## src/rtl/regfile_pkg.sv

```systemverilog
// Shared constants and enums for the register-file write controller.
package regfile_pkg;

  localparam int DATA_W   = 12;
  localparam int ADDR_W   = 3;
  localparam int NUM_REGS = 2 ** ADDR_W;

  typedef enum logic {
    CLEAR = 1'b0,
    RUN   = 1'b1
  } state_e;

  typedef enum logic {
    REQ_A = 1'b0,
    REQ_B = 1'b1
  } req_id_e;

endpackage

```

## src/rtl/rr_arbiter_2.sv

```systemverilog
// Two-way round-robin arbiter; the pointer only moves when both requesters contend.
module rr_arbiter_2
  import regfile_pkg::*;
(
  input  logic clk,
  input  logic reset,
  input  logic en,
  input  logic req_a,
  input  logic req_b,
  output logic gnt_a,
  output logic gnt_b
);

  req_id_e rr_ptr_q, rr_ptr_d;

  always_ff @(posedge clk) begin
    if (reset) begin
      rr_ptr_q <= REQ_A;
    end else begin
      rr_ptr_q <= rr_ptr_d;
    end
  end

  always_comb begin
    gnt_a    = 1'b0;
    gnt_b    = 1'b0;
    rr_ptr_d = rr_ptr_q;
    if (en) begin
      if (req_a && req_b) begin
        if (rr_ptr_q == REQ_A) begin
          gnt_a    = 1'b1;
          rr_ptr_d = REQ_B;
        end else begin
          gnt_b    = 1'b1;
          rr_ptr_d = REQ_A;
        end
      end else begin
        gnt_a = req_a;
        gnt_b = req_b;
      end
    end
  end

endmodule

```

## src/rtl/regfile_write_ctrl.sv

```systemverilog
// Owns the register-file write port: zero-fill walk after reset/clear, then
// round-robin sharing between ALU (A) and load (B) writeback with a 1-cycle output register.
module regfile_write_ctrl #(
  parameter int DATA_W   = regfile_pkg::DATA_W,
  parameter int ADDR_W   = regfile_pkg::ADDR_W,
  parameter int NUM_REGS = regfile_pkg::NUM_REGS
) (
  input  logic              clk,
  input  logic              reset,
  input  logic              clear_req,
  input  logic              a_valid,
  input  logic [ADDR_W-1:0] a_addr,
  input  logic [DATA_W-1:0] a_data,
  output logic              a_ready,
  input  logic              b_valid,
  input  logic [ADDR_W-1:0] b_addr,
  input  logic [DATA_W-1:0] b_data,
  output logic              b_ready,
  output logic              rf_write_en,
  output logic [ADDR_W-1:0] rf_write_addr,
  output logic [DATA_W-1:0] rf_data_in,
  output logic              init_done
);

  import regfile_pkg::*;

  state_e            state_q, state_d;
  logic [ADDR_W:0]   cnt_q, cnt_d;
  logic              wr_en_q, wr_en_d;
  logic [ADDR_W-1:0] wr_addr_q, wr_addr_d;
  logic [DATA_W-1:0] wr_data_q, wr_data_d;
  logic              arb_en, gnt_a, gnt_b;

  // No acceptance during clear request, so the pending write drains before the walk.
  assign arb_en = (state_q == RUN) && !clear_req && !reset;

  rr_arbiter_2 u_arb (
    .clk   (clk),
    .reset (reset),
    .en    (arb_en),
    .req_a (a_valid),
    .req_b (b_valid),
    .gnt_a (gnt_a),
    .gnt_b (gnt_b)
  );

  always_ff @(posedge clk) begin
    if (reset) begin
      state_q   <= CLEAR;
      cnt_q     <= '0;
      wr_en_q   <= 1'b0;
      wr_addr_q <= '0;
      wr_data_q <= '0;
    end else begin
      state_q   <= state_d;
      cnt_q     <= cnt_d;
      wr_en_q   <= wr_en_d;
      wr_addr_q <= wr_addr_d;
      wr_data_q <= wr_data_d;
    end
  end

  always_comb begin
    state_d = state_q;
    cnt_d   = cnt_q;
    unique case (state_q)
      CLEAR: begin
        cnt_d = cnt_q + (ADDR_W+1)'(1);
        if (cnt_q == (ADDR_W+1)'(NUM_REGS - 1)) begin
          state_d = RUN;
          cnt_d   = '0;
        end
      end
      RUN: begin
        if (clear_req) begin
          state_d = CLEAR;
          cnt_d   = '0;
        end
      end
      default: state_d = CLEAR;
    endcase
  end

  always_comb begin
    wr_en_d   = 1'b0;
    wr_addr_d = wr_addr_q;
    wr_data_d = wr_data_q;
    if (gnt_a) begin
      wr_en_d   = 1'b1;
      wr_addr_d = a_addr;
      wr_data_d = a_data;
    end else if (gnt_b) begin
      wr_en_d   = 1'b1;
      wr_addr_d = b_addr;
      wr_data_d = b_data;
    end
  end

  // rf_* come only from cnt_q or the output register; reset just masks them.
  always_comb begin
    rf_write_en   = 1'b0;
    rf_write_addr = '0;
    rf_data_in    = '0;
    init_done     = 1'b0;
    a_ready       = gnt_a;
    b_ready       = gnt_b;
    if (!reset) begin
      unique case (state_q)
        CLEAR: begin
          rf_write_en   = 1'b1;
          rf_write_addr = cnt_q[ADDR_W-1:0];
        end
        RUN: begin
          rf_write_en   = wr_en_q;
          rf_write_addr = wr_addr_q;
          rf_data_in    = wr_data_q;
          init_done     = 1'b1;
        end
        default: ;
      endcase
    end
  end

endmodule

```

## config.mk

```make
export PLATFORM = sky130hd
export DESIGN_NAME = regfile_write_ctrl
export DESIGN_NICKNAME = d
export VERILOG_FILES = /design/src/rtl/regfile_pkg.sv /design/src/rtl/rr_arbiter_2.sv /design/src/rtl/regfile_write_ctrl.sv
export SDC_FILE = /design/constraint.sdc
export NUM_CORES = 1
export LEC_CHECK = 0
export ABC_CLOCK_PERIOD_IN_PS = 2950
export BUFFER_PORTS_ARGS = -buffer_cell sky130_fd_sc_hd__buf_2
export CAP_MARGIN = 20
export CORE_MARGIN = 8
export CORE_UTILIZATION = 50
export CTS_CLUSTER_DIAMETER = 50
export CTS_CLUSTER_SIZE = 8
export DETAILED_ROUTE_END_ITERATION = 10
export GPL_TIMING_DRIVEN = 0
export PLACE_DENSITY_LB_ADDON = 0.05
export SLEW_MARGIN = 20
export SYNTH_ARGS = -nofsm -noshare
export SYNTH_HDL_FRONTEND = slang
export SYNTH_SLANG_ARGS = --single-unit
```

## constraint.sdc

```tcl
create_clock -name clk -period 2.95 [get_ports clk]
set_input_delay 0.295 -clock clk [delete_from_list [all_inputs] [get_ports clk]]
set_output_delay 0.295 -clock clk [all_outputs]
set_load 0.01 [all_outputs]
```

==> results.json <==
{
  "status": "complete, no violations",
  "finalHoldViolations": 0,
  "grt_pass1_wl_um": 6065,
  "dr.pass1.iters": 4,
  "place.port_buffers": 52,
  "worstSetupEndpoint": "rf_data_in[3]",
  "yosys.area.top_type_share": 0.3372,
  "hold_depth": 2,
  "htreeDepth": 1,
  "layout_worst_path_cycle_share": 0.6990,
  "grt.overflow.total": 0,
  "die_x_um": 67.11,
  "max_slew_margin": 0.5411,
  "critical_path_class": "reg2out",
  "wire_per_inst_um": 15.92,
  "skew_ps": 1.027,
  "cp-start-kind": "flip-flop",
  "hp-class": "in2reg",
  "tns_ps": 0,
  "rsz0062_at_grt": "false",
  "min_from": "reset",
  "ys_top_cells_by_area": "dfxtp_1, a311oi_2, a21oi_1",
  "power_density_nw_per_um2": 320.8,
  "route.vias.total": 1355,
  "path_max_fanout": 10,
  "ctsResizeCount": 0,
  "synthesis.nets": 189,
  "timing.rr.start": "state_q",
  "timing.reg2reg.setup_slack_ps": 1330,
  "wl_um": 3790,
  "initial_core_util": 0.5273,
  "drt_iter0_markers": 93,
  "drt_drc_violations_left": 0,
  "synth-xor-area-share": 0.006705,
  "clk_latency_ps": 310,
  "place.gp.congestion": 0.7900,
  "grt_max_degree": 12,
  "placedInstanceArea_um2": 1604,
  "yosysTopAreaCell": "dfxtp_1",
  "worstPathRequired_ps": 2650,
  "pin_count": 54,
  "cts_root_buffer": "clkbuf_4",
  "grtUsageTotal": 0.1678,
  "synth_compound_area_frac": 0.3142,
  "crit_arrival_ps": 1770,
  "power.total_uw": 521.7,
  "maxSlewViolCount": 0,
  "rr_worst_depth": 5,
  "yosysWarnings": 0,
  "syn_inst": 153,
  "crit_start": "state_q",
  "postCtsSetupRepairBufs": 0,
  "rows": 18,
  "synth.area.mux_share": 0.02299,
  "antenna_found_initial": 0,
  "ys_types": 33,
  "diodes": 0,
  "cts_tree": "yes",
  "worst_slew_pin_slew_ps": 688.4,
  "maxCapViolCount": 0,
  "drive_gt1_frac": 0.3846,
  "cts_num_sinks": 22,
  "fin_area_um2": 1627,
  "yosysSeqAreaShare": 0.3372,
  "drtAntennaViolNets": 0,
  "clock.fmax_mhz": 484.9,
  "clockBufferDepth": 2,
  "yosys_register_bits": 22,
  "power_leakage_nw": 0.6419,
  "path_clk_slew_ps": 120,
  "synthSimpleGateAreaFrac": 0.2280,
  "nets": 246,
  "hold_buffers": 0,
  "synthesis.area_um2": 1306,
  "vias_per_cell": 5.693,
  "cts_made_buffers": 3,
  "setup_viol": 0,
  "final_common_cell": "buf_2",
  "dp_hpwl_um": 2808,
  "finalCriticalPeriod_ps": 2062,
  "die_y_um": 67.11,
  "vdd_drop_max_mv": 0.2381,
  "final_core_util": 0.6566,
  "area_growth_pct": 24.52,
  "grt_pass1_vias": 1369,
  "rr_endpoint": "wr_data_q[10]",
  "synth.avg_cell_area_um2": 8.538,
  "die_area_um2": 4504,
  "final_cell_mix": "buf_2, dfxtp_1, a21oi_1",
  "core_um2": 2477,
  "synth_top_family_by_area": "compound AO/OA/AOI/OAI gates",
  "endpoint_kind": "output port",
  "synthAdderAreaFrac": 0.009579
}
power by group:
group	switching, mW	total, mW	internal [mW]
clock network	0.0942	0.142	0.0478
registers	0.00549	0.307	0.301
logic	0.0397	0.0732	0.0335
total	0.139	0.522	0.382
kinds of logic after synthesis:
group | Yosys count
multiplexers | 3
AO/OA/AOI/OAI | 57
adder cells (fa/ha/maj) | 1
XOR/XNOR | 1
buffers and inverters | 18
flip-flops | 22
AND/OR/NAND/NOR | 51
worst min path at each step:
stage | slack [ps] | endpoint
final | 180 | wr_data_q[1]
after CTS | 170 | wr_data_q[1]
after detailed placement | 510 | wr_data_q[1]
after global placement | 480 | cnt_q[3]
after floorplan | 470 | wr_data_q[1]
after global routing | 170 | wr_data_q[5]
worst max-delay path, cell delays in order (launching register included):
cell and delay, ps:
dfxtp_1 460, nor2b_1 320, clkbuf_1 350, and2_1 190, buf_2 130
final cells by class:
cell class / count / area (µm²)
Fill cell: 228 / 850.8
Multi-Input combinational cell: 113 / 759.5
Sequential cell: 22 / 440.4
Timing Repair Buffer: 52 / 260.3
Buffer: 16 / 98.84
Tap cell: 30 / 37.54
Clock buffer: 3 / 22.52
Inverter: 2 / 7.507
cell usage after synthesis:
cell and instances:
nand3_1 15, a21boi_2 1, a311oi_2 9, a21bo_2 1, and4b_1 1, and2_4 1
buf_6 4, or3_1 1, dfxtp_1 22, nand2b_1 2, nand2_1 2, nand4_1 1
ha_1 1, nor3_1 1, nor3b_2 1, o21ai_0 9, a21oi_1 21, or2_0 1
inv_1 2, mux2i_1 3, or3b_1 1, nand3b_1 1, xor2_1 1, a311oi_1 6
and2_1 12, or3b_2 1, a31oi_1 1, buf_2 7, nor2_1 7, clkbuf_1 5
nor2b_1 2, nand4b_1 1, o21ai_1 9
flip-flops by register name, summed over array words and instances, names as in the netlist:
signal / count
wr_data_q: 12
wr_en_q: 1
cnt_q: 4
u_arb.rr_ptr_q: 1
wr_addr_q: 3
state_q: 1
stage by stage:
| stage | instances | worst slack (ps) | hold WS (ps) |
|---|---|---|---|
| after CTS | 238 | 891.5 | 172.6 |
| after global placement | 235 | 1263 | 484.8 |
| after floorplan | 153 | 1439 | 466.5 |
| after global routing | 238 | 747.0 | 165.0 |
| final | 238 | 887.9 | 175.2 |
| after detailed placement | 235 | 1261 | 512.0 |
metal layers:
| metal | up-vias | GRT usage | share of wire | routed length, µm |
|---|---|---|---|---|
| li1 | 676 | - | - | - |
| met1 | 629 | 0.1971 | 0.44 | 1653 |
| met2 | 46 | 0.2951 | 0.50 | 1912 |
| met3 | 4 | 0.03691 | 0.053 | 199 |
| met4 | 0 | 0.05222 | 0.0063 | 24 |
| met5 | - | 0 | 0 | 0 |
(Power assumes the default switching activity.)
